$ cat src/rtl/rv_multicycle_ctrl.sv
// Main control FSM for the multicycle RV32I core.
// Steps each instruction through fetch, decode, execute, memory and writeback.
// The ALU and the single instruction/data memory port are shared across all
// steps. Memory accesses use a req/ready handshake, and a wait counter traps
// the core if a request stays unanswered for too long.
module rv_multicycle_ctrl #(
    parameter int FETCH_TIMEOUT = 16
) (
    input  logic       clk,
    input  logic       rst_n,
    input  logic [6:0] opcode,
    input  logic       zero,
    input  logic       mem_ready,
    output logic       mem_req,
    output logic       mem_we,
    output logic       i_or_d,
    output logic       ir_write,
    output logic       pc_write,
    output logic [1:0] alu_src_a,
    output logic [1:0] alu_src_b,
    output logic [1:0] alu_op,
    output logic [1:0] result_src,
    output logic       reg_write,
    output logic       illegal_insn,
    output logic [3:0] state_o
);

    typedef enum logic [3:0] {
        FETCH  = 4'd0,
        DECODE = 4'd1,
        MEMADR = 4'd2,
        MEMRD  = 4'd3,
        MEMWB  = 4'd4,
        MEMWR  = 4'd5,
        EXEC_R = 4'd6,
        ALUWB  = 4'd7,
        BEQ    = 4'd8,
        JAL    = 4'd9,
        TRAP   = 4'd10
    } state_t;

    localparam int CNT_W = (FETCH_TIMEOUT > 1) ? $clog2(FETCH_TIMEOUT + 1) : 1;
    localparam logic [CNT_W-1:0] CNT_LAST =
        (FETCH_TIMEOUT > 0) ? CNT_W'(FETCH_TIMEOUT - 1) : '0;

    state_t           state;
    state_t           next_state;
    logic [CNT_W-1:0] wait_cnt;
    logic             waiting;
    logic             timeout_hit;
    logic             illegal_q;

    logic       mem_req_s;
    logic       mem_we_s;
    logic       i_or_d_s;
    logic       ir_write_s;
    logic       pc_write_s;
    logic [1:0] alu_src_a_s;
    logic [1:0] alu_src_b_s;
    logic [1:0] alu_op_s;
    logic [1:0] result_src_s;
    logic       reg_write_s;

    // State register; reset always lands in FETCH.
    always_ff @(posedge clk or negedge rst_n) begin
        if (!rst_n) begin
            state <= FETCH;
        end else begin
            state <= next_state;
        end
    end

    // Next-state and control decode. The timeout overrides any other target.
    always_comb begin
        next_state   = state;
        mem_req_s    = 1'b0;
        mem_we_s     = 1'b0;
        i_or_d_s     = 1'b0;
        ir_write_s   = 1'b0;
        pc_write_s   = 1'b0;
        alu_src_a_s  = 2'b00;
        alu_src_b_s  = 2'b00;
        alu_op_s     = 2'b00;
        result_src_s = 2'b00;
        reg_write_s  = 1'b0;
        waiting      = 1'b0;
        timeout_hit  = 1'b0;

        case (state)
            FETCH: begin
                mem_req_s    = 1'b1;
                alu_src_b_s  = 2'b01;
                result_src_s = 2'b10;
                if (mem_ready) begin
                    ir_write_s = 1'b1;
                    pc_write_s = 1'b1;
                    next_state = DECODE;
                end
            end
            DECODE: begin
                alu_src_a_s = 2'b01;
                alu_src_b_s = 2'b10;
                case (opcode)
                    7'b0000011,
                    7'b0100011: next_state = MEMADR;
                    7'b0110011: next_state = EXEC_R;
                    7'b1100011: next_state = BEQ;
                    7'b1101111: next_state = JAL;
                    default:    next_state = TRAP;
                endcase
            end
            MEMADR: begin
                alu_src_a_s = 2'b10;
                alu_src_b_s = 2'b10;
                next_state  = opcode[5] ? MEMWR : MEMRD;
            end
            MEMRD: begin
                mem_req_s = 1'b1;
                i_or_d_s  = 1'b1;
                if (mem_ready) begin
                    next_state = MEMWB;
                end
            end
            MEMWB: begin
                result_src_s = 2'b01;
                reg_write_s  = 1'b1;
                next_state   = FETCH;
            end
            MEMWR: begin
                mem_req_s = 1'b1;
                mem_we_s  = 1'b1;
                i_or_d_s  = 1'b1;
                if (mem_ready) begin
                    next_state = FETCH;
                end
            end
            EXEC_R: begin
                alu_src_a_s = 2'b10;
                alu_op_s    = 2'b10;
                next_state  = ALUWB;
            end
            ALUWB: begin
                reg_write_s = 1'b1;
                next_state  = FETCH;
            end
            BEQ: begin
                alu_src_a_s = 2'b10;
                alu_op_s    = 2'b01;
                pc_write_s  = zero;
                next_state  = FETCH;
            end
            JAL: begin
                alu_src_a_s = 2'b01;
                alu_src_b_s = 2'b01;
                pc_write_s  = 1'b1;
                reg_write_s = 1'b1;
                next_state  = FETCH;
            end
            TRAP: begin
                next_state = TRAP;
            end
            default: begin
                next_state = FETCH;
            end
        endcase

        waiting     = mem_req_s & ~mem_ready;
        timeout_hit = (FETCH_TIMEOUT != 0) && waiting && (wait_cnt == CNT_LAST);
        if (timeout_hit) begin
            next_state = TRAP;
        end
    end

    // Memory wait counter: counts unanswered request cycles, restarts otherwise.
    always_ff @(posedge clk or negedge rst_n) begin
        if (!rst_n) begin
            wait_cnt <= '0;
        end else if (!waiting || (next_state != state)) begin
            wait_cnt <= '0;
        end else begin
            wait_cnt <= wait_cnt + 1'b1;
        end
    end

    // Sticky trap flag, raised together with the entry into TRAP.
    always_ff @(posedge clk or negedge rst_n) begin
        if (!rst_n) begin
            illegal_q <= 1'b0;
        end else if (next_state == TRAP) begin
            illegal_q <= 1'b1;
        end
    end

    // Outputs are forced low while reset is held. This stops FETCH's request
    // and select values from leaking out during reset, and it drops an
    // in-flight access without waiting for a clock edge.
    assign mem_req      = rst_n & mem_req_s;
    assign mem_we       = rst_n & mem_we_s;
    assign i_or_d       = rst_n & i_or_d_s;
    assign ir_write     = rst_n & ir_write_s;
    assign pc_write     = rst_n & pc_write_s;
    assign reg_write    = rst_n & reg_write_s;
    assign alu_src_a    = rst_n ? alu_src_a_s  : 2'b00;
    assign alu_src_b    = rst_n ? alu_src_b_s  : 2'b00;
    assign alu_op       = rst_n ? alu_op_s     : 2'b00;
    assign result_src   = rst_n ? result_src_s : 2'b00;
    assign illegal_insn = rst_n & illegal_q;
    assign state_o      = state;

endmodule

$ cat config.mk
export PLATFORM = sky130hd
export DESIGN_NAME = rv_multicycle_ctrl
export DESIGN_NICKNAME = d
export VERILOG_FILES = /design/src/rtl/rv_multicycle_ctrl.sv
export SDC_FILE = /design/constraint.sdc
export NUM_CORES = 1
export LEC_CHECK = 0
export CORE_MARGIN = 2
export CORE_UTILIZATION = 47
export DETAILED_ROUTE_END_ITERATION = 10
export GPL_TIMING_DRIVEN = 1
export PLACE_DENSITY = 0.92
export RECOVER_POWER = 100
export SYNTH_ARGS = -nofsm -noshare
export SYNTH_HDL_FRONTEND = slang
export SYNTH_SLANG_ARGS = --single-unit
$ cat constraint.sdc
create_clock -name clk -period 5.9 [get_ports clk]
set_input_delay 1.475 -clock clk [delete_from_list [all_inputs] [get_ports clk]]
set_output_delay 1.475 -clock clk [all_outputs]
set_load 0.02 [all_outputs]
==> reports/qor.yml <==
status: "finished, final reports clean"
die_area_sq_mm: 0.00213
final_max_slew_viol_count: 0
fin_skew_ps: 3.39
async_flop_share_pct: 100
drive_gt1_share_pct: 5.76
period_share_pct: 83.6
cp_num_buf_inv: 3
post-cts-setup-buffers: 0
initial_utilization_pct: 49.0
ys_seq_area_share_pct: 29.9
drtAntennaViolNets: 0
dr_total_vias: 903
cts_buffers: 3
hold_class: "flop to flop"
wl_per_cell_um: 13.2
yosys_warnings: 0
yosys.area.top_type: "dfrtp_1"
yosysTopAreaCellShare_pct: 29.9
synth_edf_count: 0
cts_tree: "done"
synthCells: 111
setup_viol: 0
r2r_slack_ps: 3570
grt_max_degree: 22
grt_pass1_vias: 799
min_period_ps: 4930
clk_pin_slew_ps: 60
io_buffers: 29
drt_pre_antenna_iters: 4
grt-ovfl-total: 0
drt_iter0_drc: 33
synth_ff_type: "dfrtp_1"
ir_worst_vdd_mv: 0.263
relSlewSlack_pct: 58.5
cap_violations: 0
multi_input_area_sq_um: 527
cp_max_fo: 17
viasPerCell: 5.51
crit_type: "input pin to output pin"
final_hold_viol_count: 0
power_frac_clock_pct: 11.6
final.setup.tns_ps: 0
ctsHoldBuffers: 0
grt_usage_pct: 22.8
ys_ff_latch: 10
p_seq_share_pct: 26.8
h-tree-depth: 1
dp.final_hpwl_um: 1660
antenna_found_initial: 0
postLayoutCoreUtil_pct: 68.4
cp_top_family: "buffers and inverters"
tightest_slew_ps: 622
area_delta_synth_final_pct: 39.6
grt_pass1_wl_um: 3520
syn_nets: 124
path_cells: "dlygate4sd3_1 -> buf_4 -> nand2_1 -> nor4_1 -> and2_1 -> dlygate4sd3_1"
final_nets: 153
hold_path_depth: 2
combPwrFrac_pct: 61.5
r2r_cells: 5
clockBufferDepth: 2
diodes: 0
cpPeakStageDelay_ps: 680
insertion_delay_ps: 260
nFillCells: 131
totalWireLength_um: 2160
ys_top_cells_by_count: "13 x nor2_1, 11 x nand2_1, 10 x dfrtp_1"
grt_setup_unrepaired: "false"
endpoint_kind: "output pin"
io_pins: 30
die_y_um: 46.2
route.detailed.drc: 0
syn_area_sq_um: 837
start_kind: "input pin"
avgSynthCellArea_sq_um: 7.54
std_cell_rows: 15
critPathArrivalTime_ps: 3460
leakage_nw: 0.524
worst_ep_required_time_ps: 4430
coreArea_sq_mm: 0.00171
p_int_uw: 256
pwr_density_cell_mw_per_mm2: 439
p_sw_share_pct: 50.2
post_cts_resized: 0
yosysMostFrequentCell: "nor2_1"
die_w_um: 46.2
netlist_top_cells_area: "dfrtp_1 30%, nor2_1 5.8%, nor3_1 5.4%"
synth_cell_types: 37
p_switching_uw: 257
cts_root_buffer: "clkbuf_4"
seqCellArea_sq_um: 250
clkSinkCount: 10
cp.depth: 6
timing.fmax_mhz: 203
cpMostUsedCell: "dlygate4sd3_1"
cp_slowest_cell: "dlygate4sd3_1"
gp_congestion: 0.828
-- logic make-up (layout without fill, tap and decap cells) --
logic type               after synthesis  in the layout  share of synthesized area [%]
flip-flops                            10             10                           29.9
AND/OR/NAND/NOR                       58             58                           36.0
AO/OA/AOI/OAI                         22             22                           16.9
adder cells (fa/ha/maj)                2              2                           2.99
multiplexers                           2              2                           2.39
XOR/XNOR                               4              4                           5.08
buffers and inverters                 13             41                           6.72
-- area by class of cell --
| type | count | area share, % |
|---|---|---|
| inverter | 7 | 2.25 |
| tap | 25 | 2.68 |
| clock buffer | 4 | 3.10 |
| multi-input combinational | 88 | 45.1 |
| timing repair buffer | 30 | 25.5 |
| sequential | 10 | 21.4 |
-- power by group through the flow --
stage / Clock (mW) / Sequential [mW] / Combinational [mW]
floorplan: 0 / 0.117 / 0.233
global placement: 0 / 0.138 / 0.324
detailed placement: 0 / 0.139 / 0.331
CTS: 0.0616 / 0.138 / 0.333
global route: 0.0651 / 0.145 / 0.344
finish: 0.0597 / 0.138 / 0.316
-- per-stage QoR --
| step | instance area, sq um | power, mW | instances | setup slack [ps] | hold WS [ps] |
|---|---|---|---|---|---|
| after floorplan | 837 | 0.350 | 111 | 1830 | 429 |
| after global placement | 1140 | 0.462 | 160 | 1150 | 443 |
| after detailed placement | 1140 | 0.470 | 160 | 1090 | 456 |
| after CTS | 1170 | 0.532 | 164 | 1090 | 470 |
| after global routing | 1170 | 0.554 | 164 | 835 | 488 |
| final | 1170 | 0.513 | 164 | 966 | 463 |
-- tightest hold or removal path: cells and delay by family (launching register included) --
family	cells	cell delay, ps
compound gates	1	50
buf+inv	1	40
flops	1	330
-- metal layers --
| layer | GRT usage (%) | wire length (um) | share of wire (%) |
|---|---|---|---|
| met1 | 32.4 | 915 | 42 |
| met2 | 34.4 | 1050 | 48 |
| met3 | 5.10 | 193 | 8.9 |
| met4 | 6.29 | 4 | 0.19 |
| met5 | 0 | 0 | 0 |
-- state kept, by name, summed over array words and instances (netlist names) --
signal	count
wait_cnt	5
illegal_q	1
state_o	4
-- worst paths after layout --
kind                               endpoint       start
worst max-delay path               ir_write       rst_n
worst min-delay path              illegal_q   illegal_q
worst max register to register  wait_cnt[2]  state_o[2]
worst min register to register    illegal_q   illegal_q
max in group asynchronous       wait_cnt[1]       rst_n
min in group asynchronous       wait_cnt[2]       rst_n
-- placed cells by master (no fill, tap or decap), drive strengths merged, types with 3 or more instances in the layout --
cell type / n
dlygate4sd3: 21
nor2: 13
nand2: 11
dfrtp: 10
nor3: 9
clkdlybuf4s50: 8
a21oi: 7
inv: 6
nand2b: 5
o21ai: 4
clkbuf: 4
nor2b: 3
a211oi: 3
xnor2: 3
and2: 3
(Power assumes the default switching activity.)
